## src/rtl/count_sequencer.sv

```systemverilog
// Job-based modulo counter: counts up or down between 0 and a latched terminal value for a latched number of wraps.
// All outputs are registered; wrap, done and abort are single-cycle pulses aligned with the state they describe.
module count_sequencer (
    input  logic       clk,
    input  logic       rst,
    input  logic       start,
    input  logic       stop,
    input  logic       pause,
    input  logic       up_dn,
    input  logic [2:0] mod_val,
    input  logic [3:0] passes,
    output logic [2:0] q,
    output logic [3:0] pass_cnt,
    output logic       busy,
    output logic       wrap,
    output logic       done,
    output logic       abort,
    output logic [2:0] state
);

    typedef enum logic [2:0] {
        S_IDLE = 3'd0,
        S_LOAD = 3'd1,
        S_RUN  = 3'd2,
        S_HOLD = 3'd3,
        S_DONE = 3'd4
    } state_t;

    state_t     state_q;
    logic [2:0] q_q;
    logic [3:0] pass_cnt_q;
    logic       busy_q;
    logic       wrap_q;
    logic       done_q;
    logic       abort_q;

    logic       up_lat_q;
    logic [2:0] mod_lat_q;
    logic [3:0] pass_lat_q;

    logic [2:0] q_step_d;
    logic [3:0] pass_inc_d;
    logic       term_d;
    logic       last_d;

    // Candidate result of one count step from the current value.
    always_comb begin
        term_d     = up_lat_q ? (q_q == mod_lat_q) : (q_q == 3'd0);
        pass_inc_d = pass_cnt_q + 4'd1;
        last_d     = term_d && (pass_inc_d == pass_lat_q);
        if (term_d) begin
            q_step_d = up_lat_q ? 3'd0 : mod_lat_q;
        end else begin
            q_step_d = up_lat_q ? (q_q + 3'd1) : (q_q - 3'd1);
        end
    end

    always_ff @(posedge clk) begin
        if (rst) begin
            state_q    <= S_IDLE;
            q_q        <= 3'd0;
            pass_cnt_q <= 4'd0;
            busy_q     <= 1'b0;
            wrap_q     <= 1'b0;
            done_q     <= 1'b0;
            abort_q    <= 1'b0;
            up_lat_q   <= 1'b0;
            mod_lat_q  <= 3'd0;
            pass_lat_q <= 4'd0;
        end else begin
            wrap_q  <= 1'b0;
            done_q  <= 1'b0;
            abort_q <= 1'b0;
            case (state_q)
                S_IDLE: begin
                    if (start) begin
                        up_lat_q   <= up_dn;
                        mod_lat_q  <= mod_val;
                        pass_lat_q <= passes;
                        state_q    <= S_LOAD;
                        busy_q     <= 1'b1;
                    end else begin
                        busy_q <= 1'b0;
                    end
                end
                S_LOAD: begin
                    if (stop) begin
                        state_q <= S_IDLE;
                        busy_q  <= 1'b0;
                        abort_q <= 1'b1;
                    end else begin
                        q_q        <= up_lat_q ? 3'd0 : mod_lat_q;
                        pass_cnt_q <= 4'd0;
                        if (pass_lat_q == 4'd0) begin
                            state_q <= S_DONE;
                            done_q  <= 1'b1;
                        end else begin
                            state_q <= S_RUN;
                        end
                    end
                end
                S_RUN: begin
                    // stop beats pause, pause beats the count step
                    if (stop) begin
                        state_q <= S_IDLE;
                        busy_q  <= 1'b0;
                        abort_q <= 1'b1;
                    end else if (pause) begin
                        state_q <= S_HOLD;
                    end else begin
                        q_q <= q_step_d;
                        if (term_d) begin
                            wrap_q     <= 1'b1;
                            pass_cnt_q <= pass_inc_d;
                        end
                        if (last_d) begin
                            state_q <= S_DONE;
                            done_q  <= 1'b1;
                        end
                    end
                end
                S_HOLD: begin
                    if (stop) begin
                        state_q <= S_IDLE;
                        busy_q  <= 1'b0;
                        abort_q <= 1'b1;
                    end else if (!pause) begin
                        state_q <= S_RUN;
                    end
                end
                S_DONE: begin
                    state_q <= S_IDLE;
                    busy_q  <= 1'b0;
                end
                default: begin
                    state_q <= S_IDLE;
                    busy_q  <= 1'b0;
                end
            endcase
        end
    end

    assign q        = q_q;
    assign pass_cnt = pass_cnt_q;
    assign busy     = busy_q;
    assign wrap     = wrap_q;
    assign done     = done_q;
    assign abort    = abort_q;
    assign state    = state_q;

endmodule

```

## config.mk

```make
export PLATFORM = sky130hd
export DESIGN_NAME = count_sequencer
export DESIGN_NICKNAME = d
export VERILOG_FILES = /design/src/rtl/count_sequencer.sv
export SDC_FILE = /design/constraint.sdc
export NUM_CORES = 1
export LEC_CHECK = 0
export CAP_MARGIN = 20
export CORE_UTILIZATION = 49
export CTS_BUF_LIST = sky130_fd_sc_hd__clkbuf_2 sky130_fd_sc_hd__clkbuf_4 sky130_fd_sc_hd__clkbuf_8
export CTS_CLUSTER_DIAMETER = 40
export DETAILED_ROUTE_END_ITERATION = 10
export PLACE_DENSITY_LB_ADDON = 0.12
export REMOVE_ABC_BUFFERS = 1
export SYNTH_ARGS = -nofsm -noshare
export SYNTH_HDL_FRONTEND = slang
export SYNTH_SLANG_ARGS = --single-unit
```

## constraint.sdc

```tcl
create_clock -name clk -period 2.2 [get_ports clk]
set_input_delay 0.44 -clock clk [delete_from_list [all_inputs] [get_ports clk]]
set_output_delay 0.44 -clock clk [all_outputs]
set_load 0.01 [all_outputs]
```

=== Word level (Yosys, flattened, before mapping) ===
Cells that the tools add are included.

* $add $sub $neg: 3
* Equal/unequal tests: 13
* Muxes and demuxes: 33
* Bitwise gates (word level): 2
* Reductions and logical operators: 12

{| class="wikitable"
|+ Operator list
! kind !! number
|-
| 3-bit two-way mux || 14
|-
| 4-bit two-way mux || 4
|-
| 3-bit one-hot mux with 4 select lines || 1
|-
| 1-bit two-way mux || 10
|-
| 2-bit != test, second input constant || 5
|-
| 4-bit one-hot mux with 2 select lines || 1
|-
| 3-bit by 2-bit == test with 1-bit output, second input constant || 2
|-
| 3-bit logical NOT || 2
|-
| 3-bit one-hot mux with 2 select lines || 1
|-
| 5-bit AND reduction || 1
|-
| 4-bit by 1-bit adder with 4-bit output, second input constant || 1
|-
| 4-bit == test || 1
|-
| 4-bit logical NOT || 1
|-
| 4-bit != test, second input constant || 1
|-
| 1-bit one-hot mux with 2 select lines || 2
|-
| 4-bit AND reduction || 1
|-
| 4-bit OR reduction || 1
|-
| 3-bit by 1-bit adder with 3-bit output, second input constant || 1
|-
| 3-bit by 1-bit == test with 1-bit output, second input constant || 1
|-
| 3-bit == test || 1
|-
| 3-bit != test, second input constant || 1
|-
| 3-bit AND reduction || 1
|-
| 3-bit OR reduction || 1
|-
| 3-bit by 1-bit subtractor with 3-bit output, second input constant || 1
|-
| other kinds (6) || 7
|}

* Register bits: 22
* Logic and storage cells: 73

=== Depth between registers and ports, before layout ===
* Depth after elaboration: 7
* Gate-level depth with buffers: 7
* Mapped depth without buffers: 6

=== Worst setup path before layout ===
OpenSTA, ideal clock, no wires.

* Kind: register to register
* Start point: register state_q[2] (netlist: state[2])
* End point: register pass_cnt_q[0] (netlist: pass_cnt[0])
* Arrival: 1.649 ns
* Required time: 2.077 ns
* Path slack: 0.427 ns
* Cell stages (with the launch flop): 7
* Buffers on the path: 2
* Period minus slack after synthesis: 1.773 ns
* Cells stage by stage: dfxtp_1 buf_4 or3b_1 buf_2 nor2_2 a21oi_1 mux2_1

* Word-level cells in the longest chain between the ends: 3
* Elaborated cells on any way between the ends: 9
* Classes of those cells: eq/ne: 6; mux: 1; reduce/logical: 2

{| class="wikitable"
|+ RTL lines
! what !! line !! RTL
|-
| start, declared || 29 || <nowiki>state_t state_q;</nowiki>
|-
| start signal, assigned || 60 || <nowiki>state_q <= S_IDLE;</nowiki>
|-
| start signal, assigned || 80 || <nowiki>state_q <= S_LOAD;</nowiki>
|-
| start signal, assigned || 88 || <nowiki>state_q <= S_IDLE;</nowiki>
|-
| 3-bit by 2-bit == test with 1-bit output / 3-bit by 1-bit == test with 1-bit output (equally long branches) || 74 || <nowiki>case (state_q)</nowiki>
|-
| 2-bit != test (no source line) / 2-bit nonzero test (equally long branches) || - ||
|-
| 5-bit AND reduction (no source line) || - ||
|-
| end signal, assigned || 114 || <nowiki>pass_cnt_q <= pass_inc_d;</nowiki>
|-
| end, declared || 31 || <nowiki>logic [3:0] pass_cnt_q;</nowiki>
|}

Several ways; a longest one is shown, not always the timed one.
A chain may end at the register's enable or synchronous reset.

=== Final worst setup path ===
* Start point: register state_q[1] (netlist: state[1])
* End point: register pass_cnt_q[0] (netlist: pass_cnt[0])

Same word-level chain as after synthesis.

==> impl_metrics.ini <==
[clocking]
clk_latency_ns = 0.31
clockBufferDepth = 2
cts_setup_buffers = 0
cts_made_buffers = 3
clk_pin_slew_ns = 0.12
cts_root_buf = clkbuf_4
cts-resized-gates = 0
cts_tree = done
clock_sinks = 22
postCtsHoldBufs = 0
cts-htree-levels = 1

[detailed_routing]
via_count = 1053
drt-vias-per-instance = 5.54
drt_first_pass_iters = 4
routed_wl_um = 2550
drtAntennaViolNets = 0
wl_per_cell_um = 13.4
drc = 0
drt_iter0_drc = 19

[final_layout]
nets = 178
area_growth_pct = 29.4
post-route-util_pct = 68.1
drive_above_1_share_pct = 9.88
num_antenna_cells = 0

[synth]
yosys-top-cells-area = dfxtp_1 (37%), nand2_1 (5.7%), a21oi_1 (4.7%)
synth_edf_count = 0
ys_seq_elements = 22
synthTopCellsByCount = dfxtp_1 (22), nand2_1 (18), a21oi_1 (11)
synth.most_common_cell = dfxtp_1
ys_seq_area_share_pct = 37.4
synth_area_mm2 = 0.00118
yosysUniqueCellTypes = 46
syn_avg_cell_area_um2 = 8.78
yosysWarningCount = 0
ys.flop_type = dfxtp_1
yosysTopAreaCellShare_pct = 37.4
ys_async_sr_fraction_pct = 0
yosysTopAreaCell = dfxtp_1
netlist_instances = 134

[die]
rows = 17
die_height_um = 51.0
coreArea_mm2 = 0.00223
ios = 27
die-area_mm2 = 0.00260
initial_utilization_pct = 52.7
die_x_um = 51.0

[sta]
slew_headroom_pct = 63.7
fin_setup_tns_ns = 0
finalWorstSetupSlack_ns = 0.190
setup_viol = 0
fin_crit_sh_pct = 91.4
fmax_mhz = 497
hold_viol_final = 0
clock_skew_ns = 0.00633
tightest_slew_ns = 0.540
holdWs_ns = 0.495
rsz0062_at_grt = no
drv_slew = 0
period_minus_slack_ns = 2.01

[worst_setup_path]
worstPathArrival_ns = 2.21
endpoint_kind = register
path_class = reg -> reg
path_max_fanout = 10
startpoint_type = register
cp.required_ns = 2.40

[global_route]
grt_pass1_wl_um = 4220
antenna_found_initial = 0
grtUsageTotal_pct = 21.6
globalRouteOverflowTotal = 0
grt_max_degree = 25
grt_pass1_vias = 966

[min_path]
hold_class = reg -> reg

[place]
port_buffers = 26
dpl.hpwl_um = 1910
pre_cts_slack_ns = 0.0762
gp_congestion = 0.771

[run_status]
outcome = complete, no violations

[run]
max_cap_violations = 0

[pwr]
leakagePower_uw = 0.000533
p_per_area_mw_per_mm2 = 571
vdd_drop_max_v = 0.000407
==> flip-flops by register name (all words and copies together) (netlist names) <==
register,flops
abort,1
state,3
done,1
pass_cnt,4
pass_lat_q,4
q,3
wrap,1
mod_lat_q,3
busy,1
up_lat_q,1
==> worst paths after layout <==
kind	depth (start not counted)	slack [ns]	endpoint	start
max	4	0.19	pass_cnt[0]$_SDFFE_PP0P_	state[1]$_SDFFE_PP0P_
min	2	0.50	mod_lat_q[0]$_SDFFE_PP0P_	mod_lat_q[0]$_SDFFE_PP0P_
max reg2reg	4	0.19	pass_cnt[0]$_SDFFE_PP0P_	state[1]$_SDFFE_PP0P_
min reg2reg	2	0.50	mod_lat_q[0]$_SDFFE_PP0P_	mod_lat_q[0]$_SDFFE_PP0P_
==> stage by stage <==
stage | power (uW) | std cells | area [um^2]
6_report | 868 | 190 | 1520
3_3_place_gp | 567 | 186 | 1470
5_1_grt | 910 | 190 | 1520
2_1_floorplan | 509 | 128 | 1140
4_1_cts | 881 | 190 | 1520
3_5_place_dp | 571 | 186 | 1470
==> placed cells by master (no fill, tap or decap), types with 2 or more instances in the layout <==
cell             instances
clkdlybuf4s50_1         26
dfxtp_1                 22
nand2_1                 18
a21oi_1                 11
nor2_1                   8
xnor2_1                  5
a211oi_1                 5
nand2b_1                 4
buf_4                    4
nor4_1                   3
nor2b_1                  3
nand3b_1                 3
xor2_1                   3
clkbuf_4                 3
inv_1                    2
or3b_2                   2
or2_2                    2
nor3b_1                  2
o21a_1                   2
or3b_1                   2
a32oi_1                  2
o21ai_1                  2
a211o_1                  2
nand3_1                  2
nor4b_1                  2
==> power breakdown <==
| part | switching, uW | internal [uW] | total, uW |
|---|---|---|---|
| clock | 122 | 184 | 306 |
| combinational | 62.6 | 69.2 | 132 |
| sequential | 17.1 | 413 | 430 |
==> worst max-delay path, stage by stage, from the launching register on <==
cell and delay, ns:
dfxtp_1 0.51, or3b_1 0.51, nor2_2 0.35, a21oi_1 0.20
mux2_1 0.34
==> metal layers <==
metal,share of wire [%],global-route usage [%],vias to the layer above
met2,48,37.5,24
met1,49,26.9,478
li1,-,-,549
met4,0.51,6.94,0
met3,3.0,3.57,2
met5,0,0,-
==> cell type report <==
| class | instances | area, um^2 |
|---|---|---|
| clock inverter | 1 | 30.0 |
| multi-input combinational | 104 | 696 |
| sequential | 22 | 440 |
| clock buffer | 3 | 22.5 |
| timing repair buffer | 30 | 290 |
| fill | 197 | 712 |
| tap | 28 | 35.0 |
| inverter | 2 | 7.51 |
==> cell families after synthesis <==
logic type      Yosys count  share of synthesized area [%]
mux                       2                           1.81
xor+xnor                  9                           7.87
flops                    22                           37.4
simple gates             59                           28.2
compound gates           32                           18.5
fa+ha+maj                 2                           2.77
buf+inv                   8                           3.40
Power figures use the tool's default switching activity.
